<file path="src/rtl/regfile_wb_sink.sv">
// Integer register file at the end of the writeback path.
//
// Purpose:
//   - Commits WB-stage writes (wb_rd / wb_data / wb_we) to architectural state. x0 is hardwired
//     to zero.
//   - Serves two ID-stage read ports with a combinational, same-cycle write-to-read bypass.
//   - Tracks in-flight writes per register with a small saturating counter. ID registers each
//     issued destination and WB retires it. stall is raised when a source operand is still
//     pending, or when the destination counter has no headroom left.
//
// Ports:
//   clk            clock, rising edge
//   reset          asynchronous, active-high reset
//   wb_rd          writeback destination register
//   wb_data        writeback data
//   wb_we          writeback enable
//   rs1_addr       read port 1 address
//   rs2_addr       read port 2 address
//   rs1_data       read port 1 data (combinational)
//   rs2_data       read port 2 data (combinational)
//   issue_valid    ID presents an instruction this cycle
//   issue_rd       destination of the presented instruction
//   issue_wr       presented instruction writes issue_rd
//   issue_use_rs1  presented instruction reads rs1_addr
//   issue_use_rs2  presented instruction reads rs2_addr
//   stall          issue refused this cycle (combinational)
module regfile_wb_sink #(
  parameter int unsigned NREG  = 32,
  parameter int unsigned XLEN  = 32,
  parameter int unsigned CNT_W = 2
) (
  input  logic            clk,
  input  logic            reset,
  input  logic [4:0]      wb_rd,
  input  logic [XLEN-1:0] wb_data,
  input  logic            wb_we,
  input  logic [4:0]      rs1_addr,
  input  logic [4:0]      rs2_addr,
  output logic [XLEN-1:0] rs1_data,
  output logic [XLEN-1:0] rs2_data,
  input  logic            issue_valid,
  input  logic [4:0]      issue_rd,
  input  logic            issue_wr,
  input  logic            issue_use_rs1,
  input  logic            issue_use_rs2,
  output logic            stall
);

  localparam logic [CNT_W-1:0] CntMax = '1;
  localparam logic [CNT_W-1:0] CntOne = CNT_W'(1);

  // Architectural state and pending-write counters.
  logic [XLEN-1:0]  regs_q [NREG];
  logic [CNT_W-1:0] cnt_q  [NREG];

  logic            retire;
  logic            accept;
  logic            haz1;
  logic            haz2;
  logic            sat;
  logic [NREG-1:0] inc;
  logic [NREG-1:0] dec;

  // A retire is any real WB write. Writes to x0 are dropped and leave every counter alone.
  assign retire = wb_we && (wb_rd != 5'd0);

  // Read ports: x0 reads zero, and a same-cycle WB write to the addressed register is forwarded.
  always_comb begin
    rs1_data = '0;
    if (rs1_addr != 5'd0) begin
      if (wb_we && (wb_rd == rs1_addr)) begin
        rs1_data = wb_data;
      end else begin
        rs1_data = regs_q[rs1_addr];
      end
    end
  end

  always_comb begin
    rs2_data = '0;
    if (rs2_addr != 5'd0) begin
      if (wb_we && (wb_rd == rs2_addr)) begin
        rs2_data = wb_data;
      end else begin
        rs2_data = regs_q[rs2_addr];
      end
    end
  end

  // Hazard detection. A source whose only outstanding write retires this cycle is not a hazard,
  // because the bypass delivers the value. A counter above one still has older writers in flight.
  always_comb begin
    haz1 = issue_use_rs1 && (rs1_addr != 5'd0) && (cnt_q[rs1_addr] != '0);
    if ((cnt_q[rs1_addr] == CntOne) && retire && (wb_rd == rs1_addr)) begin
      haz1 = 1'b0;
    end

    haz2 = issue_use_rs2 && (rs2_addr != 5'd0) && (cnt_q[rs2_addr] != '0);
    if ((cnt_q[rs2_addr] == CntOne) && retire && (wb_rd == rs2_addr)) begin
      haz2 = 1'b0;
    end

    // A full counter can still accept a new issue when a retire frees a slot this same cycle.
    sat = issue_wr && (issue_rd != 5'd0) && (cnt_q[issue_rd] == CntMax) &&
          !(retire && (wb_rd == issue_rd));
  end

  assign stall  = issue_valid && (haz1 || haz2 || sat);
  assign accept = issue_valid && !stall && issue_wr && (issue_rd != 5'd0);

  // Per-register increment/decrement requests.
  always_comb begin
    inc = '0;
    dec = '0;
    for (int i = 0; i < NREG; i++) begin
      inc[i] = accept && (issue_rd == 5'(i));
      dec[i] = retire && (wb_rd == 5'(i));
    end
  end

  // Counters: accept and retire on the same register cancel. Decrement floors at zero; increment
  // at max cannot occur because sat blocks it unless a same-register retire cancels it.
  always_ff @(posedge clk or posedge reset) begin
    if (reset) begin
      for (int i = 0; i < NREG; i++) begin
        cnt_q[i] <= '0;
      end
    end else begin
      for (int i = 0; i < NREG; i++) begin
        if (inc[i] && !dec[i]) begin
          cnt_q[i] <= cnt_q[i] + CntOne;
        end else if (dec[i] && !inc[i] && (cnt_q[i] != '0)) begin
          cnt_q[i] <= cnt_q[i] - CntOne;
        end
      end
    end
  end

  // Data storage. Entry 0 is never written because retire excludes wb_rd == 0.
  always_ff @(posedge clk or posedge reset) begin
    if (reset) begin
      for (int i = 0; i < NREG; i++) begin
        regs_q[i] <= '0;
      end
    end else begin
      for (int i = 0; i < NREG; i++) begin
        if (dec[i]) begin
          regs_q[i] <= wb_data;
        end
      end
    end
  end

endmodule

</file>
<file path="config.mk">
export PLATFORM = sky130hd
export DESIGN_NAME = regfile_wb_sink
export DESIGN_NICKNAME = d
export VERILOG_FILES = /design/src/rtl/regfile_wb_sink.sv
export SDC_FILE = /design/constraint.sdc
export NUM_CORES = 2
export LEC_CHECK = 0
export BUFFER_PORTS_ARGS = -buffer_cell sky130_fd_sc_hd__buf_2
export CAP_MARGIN = 20
export CORE_UTILIZATION = 58
export CTS_BUF_LIST = sky130_fd_sc_hd__clkbuf_2 sky130_fd_sc_hd__clkbuf_4 sky130_fd_sc_hd__clkbuf_8
export CTS_CLUSTER_DIAMETER = 150
export DETAILED_ROUTE_END_ITERATION = 10
export HOLD_SLACK_MARGIN = 0.1
export PLACE_DENSITY = 0.75
export REMOVE_ABC_BUFFERS = 1
export SLEW_MARGIN = 20
export SYNTH_ARGS = -nofsm -noshare
export SYNTH_HDL_FRONTEND = slang
export SYNTH_SLANG_ARGS = --single-unit
</file>
<file path="constraint.sdc">
create_clock -name clk -period 94.2 [get_ports clk]
set_input_delay 14.13 -clock clk [delete_from_list [all_inputs] [get_ports clk]]
set_output_delay 14.13 -clock clk [all_outputs]
set_load 0.02 [all_outputs]
</file>
Word level (Yosys, flattened, before mapping)
Cells that the tools add are included.
Cells by class
  equality and inequality tests: 68
  div/mod/pow operators: 0
  $mul: 0
  bitwise operators: 3
  add/sub/neg operators: 64
  shifts and indexed selects: 0
  mux-type cells: 85
  reductions and logical operators: 319
  magnitude comparators: 3
Operators by type and width (number)
  32-bit binary-select mux with 5-bit select: 2
  32-bit two-way mux: 8
  1-bit logical AND: 179
  5-bit == test, second input constant: 32
  2-bit two-way mux: 70
  2-bit nonzero test: 66
  5-bit by 4-bit == test with 1-bit output, second input constant: 16
  1-bit zero test: 66
  2-bit by 1-bit adder with 2-bit output, second input constant: 32
  2-bit by 1-bit subtractor with 2-bit output, second input constant: 32
  5-bit by 3-bit == test with 1-bit output, second input constant: 8
  2-bit binary-select mux with 5-bit select: 3
  5-bit by 2-bit == test with 1-bit output, second input constant: 4
  5-bit nonzero test: 4
  6-bit greater-or-equal comparator, second input constant: 3
  5-bit inverter with 6-bit output: 3
  5-bit == test: 3
  5-bit by 1-bit == test with 1-bit output, second input constant: 2
  5-bit zero test: 2
  2-bit by 1-bit == test with 1-bit output, second input constant: 2
  2-bit == test, second input constant: 1
  1-bit logical OR: 2
  1-bit two-way mux: 2
Storage, ports and cells
  bits in latches: 0
  memories kept: 0
  bits of input ports: 59
  RAM bits: 0
  ROM bits: 0
  register bits after elaboration: 1088

Logic depth before layout (Yosys ltp)
  depth after elaboration: 21
  gate-level depth with buffers: 13

Least setup slack after synthesis
Ideal clock, no wire load.
  kind: in2out
  start: input rs1_addr[0]
  end: output rs1_data[30]
  required time: 80.070 ns
  data arrival time: 16.806 ns
  path buffers: 7
  setup slack: 63.264 ns
  stages on the path: 12
  path through: buf_4 buf_4 buf_2 buf_2 buf_2 buf_2 buf_2 mux2i_1 o22ai_1 a221o_1 mux2i_1 a211oi_1
Between the ends
  longest elaborated chain between the ends: 6
  elaborated cells on any way between the ends: 9
  classes of those cells: 1 x eq/ne; 5 x mux; 1 x bitwise; 2 x reduce/logical
Ends and longest elaborated chain
  start, declared: RTL line 37  | input logic [4:0] rs1_addr,
  5-bit inverter with 6-bit output (implied by the code): RTL line 74  | rs1_data = regs_q[rs1_addr];
  32-bit binary-select mux with 5-bit select: RTL line 74
  32-bit two-way mux (implied by the code) (2 in a row): RTL line 74
  32-bit two-way mux: RTL line 71  | if (wb_we && (wb_rd == rs1_addr)) begin
  32-bit two-way mux *: RTL line 70  | if (rs1_addr != 5'd0) begin
  end, declared: RTL line 39  | output logic [XLEN-1:0] rs1_data,
Every way passes the cells marked *; elsewhere a longest branch is shown, timed or not. The select of a mux whose other input is x is not followed.

Worst setup path in the final report
  start: input rs1_addr[1]
  end: output rs1_data[13]
The elaborated chain is that of the path after synthesis.

==> results.md <==
* Fmax achieved at 0.0300 GHz
* RSZ-0062 raised after global routing: no
* Placed Cells at 5826
* Fin Hold WS at 0.398 ns
* NumNets Final at 4690
* Vias per cell at 7.10
* Clock sink total at 1088
* CP Capture Type: primary output
* Cell Area, Synth at 60400 um^2
* Root Driver: clkbuf_8
* Later-pin clock latency in the skew report at 0.91 ns
* R2R depth at 10
* Clock transition at path regs at 0.06 ns
* DRT antenna net count at 0
* Mux cell area share after synthesis at 0.381
* Most frequent cells in the layout: dfrtp_1, nand2_1, mux2_2
* Initial drt markers at 5816
* Post-CTS setup buffer count at 0
* Vias in the first global route at 44300
* Initial Util at 0.585
* DRC at 0
* Layout cells sized above 1 at 0.406
* Slew headroom at 0.173
* Adder-Cell Fraction of Synth Area at 0
* Final Cycle Share at 0.354
* Critical path type: in2out
* Seq cells post-synth at 1088
* Placed Area at 61900 um^2
* TNS Setup at 0 ns
* Cell leakage power at 29.6 nW
* Post-synth EDFFs at 0
* Area grow syn2layout at 9.23%
* Final Max Tran Viols at 0
* Worst-margin pin slew at 1.24 ns
* Dominant synthesized flop cell: dfrtp_1
* Clock Tree Buf Depth at 3
* Final setup violation count at 0
* Cell taking the most area after synthesis: dfrtp_1
* Worst Path Arrival at 19.25 ns
* IO Count at 124
* Layout Skew at 0.0437 ns
* Cells after synthesis at 4734
* Most common cell after layout, fill and taps aside: dfrtp_1
* Avg Inst Size Synth at 12.8 um^2
* Finished Cell Area at 66000 um^2
* Async S/R FF share, synth at 1.00
* Wire per inst at 31.3 um
* H-tree Lvls at 4
* Global-route wire length before repair at 290000 um
* Yosys cell types at 63
* Top cells by area in the synthesized netlist: dfrtp_1, mux4_2, mux2_2, nand2_1, mux2i_1
* GRT Residual Overflow at 0
* Hold-critical path depth at 0
* RD Place Congestion at 0.910
* Worst EP required at 80.07 ns
* Post-synthesis sequential area ratio at 0.450
* Main combinational cell family by area after synthesis: multiplexers
* Post-synthesis compound-gate area fraction at 0.0490
* CTS Hold Bufs at 0
* Routed vias at 43800
* Post-layout power at 0.00138 W
* Die Y at 325 um
* Max Cap Viol at 0
* TritonCTS Buffers at 183
* Die width at 325 um
* Die area at 106000 um^2
* Xor and xnor area share after synthesis at 0.00478
* Largest net degree at the start of global routing at 153
* Status: finished clean
* Total Routing Usage GR at 0.373
* Post-cts resize count at 0
* Post-synth top area share at 0.450
* Final WL at 193000 um
* Hold Path Class: reg2reg
* Fraction of the mapped netlist area in simple logic gates at 0.0820
* Final Critical Period at 33.38 ns
* 1st-pass router iterations at 6
* Placeable core area at 103000 um^2
* Critical Path Start Type: input pin
* Yosys warns at 0
* Final cell count without fillers at 6172
* PortBufs at 123
* Dpl hpwl at 103000 um
* VDD IR-drop max at 0.0147 mV
* Final hold vios at 0
* Initial antenna violation count at 4
* Crit-path max FO at 56
* Row cnt at 118
* CTS tree: yes
* Power per cell area at 20.9 nW/um^2
## power by group
part	switching, W	internal (W)
clock	0.000206	0.000262
combinational	0.000123	0.000163
sequential	0.0000697	0.000553
## metal layers
| metal | up-vias | track usage | wire, um |
|---|---|---|---|
| met5 | - | 0 | 15 |
| met4 | 2 | 0.173 | 9380 |
| met3 | 610 | 0.115 | 24500 |
| met2 | 2968 | 0.555 | 87500 |
| met1 | 22700 | 0.504 | 71900 |
| li1 | 17500 | - | - |
## kinds of logic after synthesis
family / count (synthesis)
AOI/OAI and AO/OA: 417
and+or+nand+nor: 1192
buffers and inverters: 501
DFF: 1088
muxes: 1503
xor gates and xnor gates: 33
## synth_stat cells, types with 4 or more instances
cell type / number
xnor2_1: 19
nor2b_1: 36
o211ai_1: 27
a221oi_1: 28
dfrtp_1: 1088
buf_1: 74
nand3_1: 46
buf_2: 61
o221ai_1: 21
mux4_2: 562
a21oi_1: 67
o21bai_1: 6
a211oi_1: 102
or4_1: 7
nand2_1: 858
a21boi_1: 5
and3_1: 9
o21ai_0: 18
mux2i_1: 166
xor2_1: 14
o22ai_1: 35
nand4_1: 18
nor2_1: 126
inv_1: 4
a22oi_1: 29
and2_1: 11
a31oi_1: 28
a21boi_0: 7
nor3b_1: 7
nor3_1: 24
a22o_1: 4
nand2b_1: 31
clkbuf_1: 358
o22a_1: 20
mux2_2: 775
## final cells by class
class / instances / area [um^2]
flip-flops and latches: 1088 / 27200
multi-input cells: 3145 / 31500
fillers: 7622 / 37300
diodes: 4 / 10.0
clock inverters: 52 / 449
well taps: 1380 / 1730
inverters: 5 / 26.3
clock buffers: 290 / 3670
repair buffers: 208 / 1380
## sequential cells by signal, indices dropped and copies added (netlist names)
name	count
regs_q	1024
cnt_q	64
## per-stage QoR
| step | setup WS [ns] | util |
|---|---|---|
| 3_3_place_gp | 61.05 | 0.599 |
| 4_1_cts | 61.01 | 0.639 |
| 2_1_floorplan | 49.44 | - |
| 5_1_grt | 60.63 | 0.639 |
| 6_report | 60.82 | 0.639 |
| 3_5_place_dp | 61.01 | 0.599 |
## worst paths after layout
path                               from           end  slack [ns]
hold reg to reg            regs_q[1002]  regs_q[1002]        0.40
max in group asynchronous         reset   regs_q[709]       76.91
min in group asynchronous         reset   regs_q[765]       13.41
setup reg to reg              cnt_q[51]      cnt_q[5]       90.74
setup / recovery            rs1_addr[1]  rs1_data[13]       60.82
hold / removal             regs_q[1002]  regs_q[1002]        0.40
## critical path: stages
cell and delay (ns):
buf_8 0.35, buf_4 0.72, buf_4 0.65, buf_4 0.86, buf_4 0.73, mux4_2 0.41
mux2_2 0.27, a221oi_1 0.30, a211oi_1 0.08, a21oi_1 0.29, nor2_1 0.08, buf_2 0.19
(Power assumes the default switching activity.)
